`src/rtl/frame_serializer.sv`:
```
// Parallel-to-serial framer feeding the 5-bit command/data deserializer.
// Words {data[4:0], command} are buffered in a small FIFO, then sent as 6-cycle frames.
//
// Ports:
//   clk_i, rst_i        clock, asynchronous active-high reset
//   valid_i, ready_o    input handshake (transfer when both high at a rising edge)
//   data_i, command_i   parallel payload; data bit 4 is sent first, command last
//   data_val_o          frame-start strobe, high only in the first frame cycle
//   ser_data_o          serial bit stream
//   busy_o              frame in progress or inter-frame gap pending
//   level_o             number of words buffered
module frame_serializer #(
    parameter int FIFO_DEPTH = 4,
    parameter int IDLE_GAP   = 0
) (
    input  logic                        clk_i,
    input  logic                        rst_i,
    input  logic                        valid_i,
    input  logic [4:0]                  data_i,
    input  logic                        command_i,
    output logic                        ready_o,
    output logic                        data_val_o,
    output logic                        ser_data_o,
    output logic                        busy_o,
    output logic [$clog2(FIFO_DEPTH):0] level_o
);

    localparam int AW = $clog2(FIFO_DEPTH);
    localparam int LW = AW + 1;
    localparam logic [LW-1:0] FULL = LW'(FIFO_DEPTH);

    typedef enum logic [1:0] {
        IDLE,
        SHIFT,
        CMD,
        GAP
    } state_t;

    state_t        state;
    logic [5:0]    mem [FIFO_DEPTH];
    logic [AW-1:0] wr_ptr;
    logic [AW-1:0] rd_ptr;
    logic [5:0]    shreg;
    logic [2:0]    bit_cnt;
    logic [3:0]    gap_cnt;
    logic          push;
    logic          pop;

    assign ready_o = !rst_i && (level_o != FULL);
    assign push    = valid_i && ready_o;
    // Only an idle FSM pops, and only on registered occupancy, so a word
    // pushed into an empty FIFO is picked up one edge later.
    assign pop     = (state == IDLE) && (level_o != '0);

    // Storage needs no reset: occupancy and pointers define what is valid.
    always_ff @(posedge clk_i) begin
        if (push) begin
            mem[wr_ptr] <= {data_i, command_i};
        end
    end

    always_ff @(posedge clk_i or posedge rst_i) begin
        if (rst_i) begin
            wr_ptr  <= '0;
            rd_ptr  <= '0;
            level_o <= '0;
        end else begin
            if (push) begin
                wr_ptr <= wr_ptr + 1'b1;
            end
            if (pop) begin
                rd_ptr <= rd_ptr + 1'b1;
            end
            if (push && !pop) begin
                level_o <= level_o + 1'b1;
            end else if (pop && !push) begin
                level_o <= level_o - 1'b1;
            end
        end
    end

    // shreg holds the bits still to send, MSB next; bit_cnt counts F1..F4.
    always_ff @(posedge clk_i or posedge rst_i) begin
        if (rst_i) begin
            state      <= IDLE;
            shreg      <= '0;
            bit_cnt    <= '0;
            gap_cnt    <= '0;
            data_val_o <= 1'b0;
            ser_data_o <= 1'b0;
            busy_o     <= 1'b0;
        end else begin
            data_val_o <= 1'b0;
            unique case (state)
                IDLE: begin
                    ser_data_o <= 1'b0;
                    busy_o     <= 1'b0;
                    if (pop) begin
                        shreg      <= {mem[rd_ptr][4:0], 1'b0};
                        ser_data_o <= mem[rd_ptr][5];
                        data_val_o <= 1'b1;
                        busy_o     <= 1'b1;
                        bit_cnt    <= 3'd4;
                        state      <= SHIFT;
                    end
                end
                SHIFT: begin
                    ser_data_o <= shreg[5];
                    shreg      <= shreg << 1;
                    busy_o     <= 1'b1;
                    bit_cnt    <= bit_cnt - 1'b1;
                    if (bit_cnt == 3'd1) begin
                        state <= CMD;
                    end
                end
                CMD: begin
                    ser_data_o <= shreg[5];
                    busy_o     <= 1'b1;
                    // With no gap, IDLE pops on the very next edge, so
                    // frames stay back-to-back at a 6-cycle period.
                    if (IDLE_GAP == 0) begin
                        state <= IDLE;
                    end else begin
                        gap_cnt <= 4'(IDLE_GAP);
                        state   <= GAP;
                    end
                end
                GAP: begin
                    ser_data_o <= 1'b0;
                    busy_o     <= 1'b1;
                    gap_cnt    <= gap_cnt - 1'b1;
                    if (gap_cnt <= 4'd1) begin
                        state <= IDLE;
                    end
                end
                default: begin
                    state <= IDLE;
                end
            endcase
        end
    end

endmodule

```
`config.mk`:
```
export PLATFORM = sky130hd
export DESIGN_NAME = frame_serializer
export DESIGN_NICKNAME = d
export VERILOG_FILES = /design/src/rtl/frame_serializer.sv
export SDC_FILE = /design/constraint.sdc
export NUM_CORES = 1
export LEC_CHECK = 0
export CAP_MARGIN = 15
export CELL_PAD_IN_SITES_DETAIL_PLACEMENT = 0
export CELL_PAD_IN_SITES_GLOBAL_PLACEMENT = 1
export CORE_ASPECT_RATIO = 0.8
export CORE_UTILIZATION = 30
export CTS_CLUSTER_SIZE = 25
export DETAILED_ROUTE_END_ITERATION = 10
export GPL_ROUTABILITY_DRIVEN = 0
export PLACE_DENSITY = 0.65
export SETUP_SLACK_MARGIN = 0.1
export SYNTH_ARGS = -nofsm -noshare
export SYNTH_HDL_FRONTEND = slang
export SYNTH_SLANG_ARGS = --single-unit
```
`constraint.sdc`:
```
create_clock -name clk_i -period 2 [get_ports clk_i]
set_input_delay 0.2 -clock clk_i [delete_from_list [all_inputs] [get_ports clk_i]]
set_output_delay 0.2 -clock clk_i [all_outputs]
set_load 0.005 [all_outputs]
```
==> impl_metrics.py <==
metrics = {
    "worst_setup_path": {
        "arrival_ns": 2.01,
        "worst_setup_path_end_kind": "register",
        "crit_fanout": 3,
        "timing.rr.end": "level_o[1]$_DFFE_PP0P_",
        "critical_path_class": "register to register",
        "critPathLaunchType": "register",
        "r2r_start": "state[1]$_DFFE_PP0P_",
        "ff2ff_path_depth": 7,
        "rrSetupSlack_ns": 0.17,
        "worstPathRequired_ns": 2.18,
    },
    "route": {
        "antenna_left": 0,
        "wire_per_inst_um": 14.04,
        "via_per_inst": 4.500,
        "dr.pass1.iters": 4,
        "wl_um": 3819,
        "drcViolationCount": 0,
        "num_vias": 1224,
        "dr.first_iter.drc_count": 79,
    },
    "synth": {
        "synth_nets": 174,
        "syn-instance-count": 152,
        "ys_warn_count": 0,
        "synthesis.area_mm2": 0.002107,
        "syn_area_per_cell_um2": 13.86,
        "synth_cell_types": 30,
        "seq_area_frac_synth_pct": 62.71,
        "ys_ff_latch": 48,
    },
    "power": {
        "p_comb_share_pct": 44.4,
        "max-vdd-ir-drop_uv": 716.2,
        "swShare_pct": 33.97,
        "total_power_mw": 4.017,
        "switching_power_mw": 1.365,
        "powerDensity_mw_per_mm2": 1523,
        "p_int_mw": 2.653,
        "leakagePower_nw": 1.057,
        "pwr-share-seq_pct": 38.8,
        "clockPowerShare_pct": 16.8,
    },
    "floorplan": {
        "dieArea_mm2": 0.007365,
        "die_h_um": 76.96,
        "coreArea_mm2": 0.006571,
        "die_x_um": 95.70,
        "io_pins": 16,
        "fp-row-count": 26,
        "start_util_pct": 32.06,
    },
    "final_layout": {
        "drive_gt1_share_pct": 25.53,
        "final_cell_mix": "edfxtp_1, dfrtp_1, buf_4, clkdlybuf4s50_1, nor2_1",
        "fin_nets": 209,
        "diodes": 0,
        "final_common_cell": "edfxtp_1",
        "syn2layout_area_growth_pct": 25.18,
    },
    "global_routing": {
        "grt_max_degree": 25,
        "gr-total-overflow": 0,
        "grt_pass1_vias": 1373,
        "gr-usage-all-layers_pct": 11.48,
        "antenna_found_initial": 0,
        "grt_pass1_wl_um": 6403,
    },
    "sta": {
        "rsz0062_at_grt": "false",
        "max_slew_margin_pct": 73.79,
        "timing.fmax_mhz": 545.9,
        "finalWorstSetupSlack_ns": 0.1680,
        "setup_tns_ns": 0,
        "slew_violations": 0,
        "setup_viol": 0,
        "min_period_over_period_pct": 91.60,
        "hold_viol": 0,
        "worstMarginPinSlew_ns": 0.3890,
        "fin_crit_ns": 1.832,
        "finClkSkew_ns": 0.006227,
    },
    "placed_design": {
        "portBuffers": 15,
        "dp_hpwl_um": 2622,
        "dpl_worst_slack_ns": -0.1014,
    },
    "outcome": {
        "status": "completed",
    },
    "clocking": {
        "cts_hold_buf": 0,
        "cts_tree": "yes",
        "clockBufferDepth": 2,
        "h-tree-depth": 2,
        "numCtsBuffers": 5,
        "clock-root-buffer": "clkbuf_8",
        "clkSinkCount": 48,
        "path_clk_slew_ns": 0.08,
        "insertion_delay_ns": 0.29,
    },
    "flow_run": {
        "maxCapViolations": 0,
    },
    "worst_hold_path": {
        "worst_hold_path_type": "input pin to asynchronous set/reset pin",
    },
}
worst max-delay path by stage:
stage	cells after the start	slack (ns)	endpoint	startpoint
after floorplan	9	0.11	level_o[2]$_DFFE_PP0P_	state[0]$_DFFE_PP0P_
after CTS	7	0.10	level_o[2]$_DFFE_PP0P_	level_o[2]$_DFFE_PP0P_
after global routing	7	0.1	level_o[2]$_DFFE_PP0P_	level_o[1]$_DFFE_PP0P_
final	7	0.17	level_o[1]$_DFFE_PP0P_	state[1]$_DFFE_PP0P_
after global placement	10	0.02	level_o[2]$_DFFE_PP0P_	rst_i
after detailed placement	10	-0.10	level_o[2]$_DFFE_PP0P_	rst_i
cell usage after synthesis:
master	number	area, um^2
a221oi_1	4	35.03
nand2_1	8	30.03
mux2i_1	5	50.05
inv_1	12	45.04
or4b_1	1	10.01
o21ai_1	1	5.000
o21a_1	1	7.510
nor2_1	13	48.80
ha_1	12	150.1
fa_1	1	20.02
mux4_2	2	45.04
edfxtp_1	24	720.7
xor2_1	5	43.79
o21ai_0	4	20.02
buf_2	2	10.01
nor4b_1	1	8.760
nand2b_1	1	6.260
and2_1	4	25.02
a22o_1	1	8.760
a21oi_1	6	30.03
o22ai_2	1	12.51
o211ai_1	1	7.510
xnor2_1	5	43.79
a2bb2oi_1	1	8.760
nand3_1	1	5.000
mux2_2	7	78.83
o31ai_1	2	15.01
clkbuf_1	1	3.750
dfrtp_1	24	600.6
buf_6	1	11.26
cell families after synthesis:
logic type / count (synthesis) / synth area share [%]
compound gates: 22 / 7.126
fa+ha+maj: 13 / 8.076
buf+inv: 16 / 3.325
xor+xnor: 10 / 4.157
flops: 48 / 62.71
mux: 14 / 8.254
simple gates: 29 / 6.354
layer usage:
metal	track usage (%)	part of all wire [%]
met2	17.93	50
met1	15.64	47
met4	3.582	0.60
met3	2.778	3.2
met5	0	0
area by class of cell:
type	instances	area, um^2
clock buffer	6	72.57
clock inverter	2	35.03
fill	634	3934
inverter	12	48.80
multi-input combinational	88	770.7
sequential	48	1325
tap	84	105.1
timing repair buffer	32	280.3
per-stage QoR:
step	utilization [%]	cell area, um^2	hold slack (ns)	instances
floorplan	-	2143	0.08579	152
global placement	37.15	2441	0.4586	256
detailed placement	37.15	2441	0.4668	256
CTS	39.53	2597	0.3808	270
global route	40.14	2638	0.4106	272
finish	40.14	2638	0.3886	272
registers in the layout, indices dropped and copies added, names as in the netlist:
name and flops:
mem 24, shreg 5, gap_cnt 4, bit_cnt 3
level_o 3, rd_ptr 2, state 2, wr_ptr 2
busy_o 1, data_val_o 1, ser_data_o 1
critical path: stages, from the launching register on:
cell,delay (ns)
dfrtp_1,0.38
inv_1,0.13
ha_4,0.18
o31ai_4,0.07
ha_2,0.20
inv_1,0.07
fa_2,0.42
mux2_2,0.26
power groups by stage:
| stage | clock (mW) | combinational [mW] | sequential, mW |
|---|---|---|---|
| after detailed placement | 0 | 1.57 | 1.61 |
| final | 0.675 | 1.78 | 1.56 |
| after floorplan | 0 | 1.11 | 1.57 |
| after global placement | 0 | 1.51 | 1.59 |
| after global routing | 0.734 | 2.00 | 1.60 |
| after CTS | 0.692 | 1.72 | 1.56 |
repair_timing:
action / 4_1_cts / 5_1_grt
setup endpoints to repair: 1 / 9
buffers inserted: 6 / 2
pin swaps: 2 / 2
gates resized for setup: 2 / 7
cloned: 0 / 0
No activity file was read; power rests on OpenSTA's default activity.
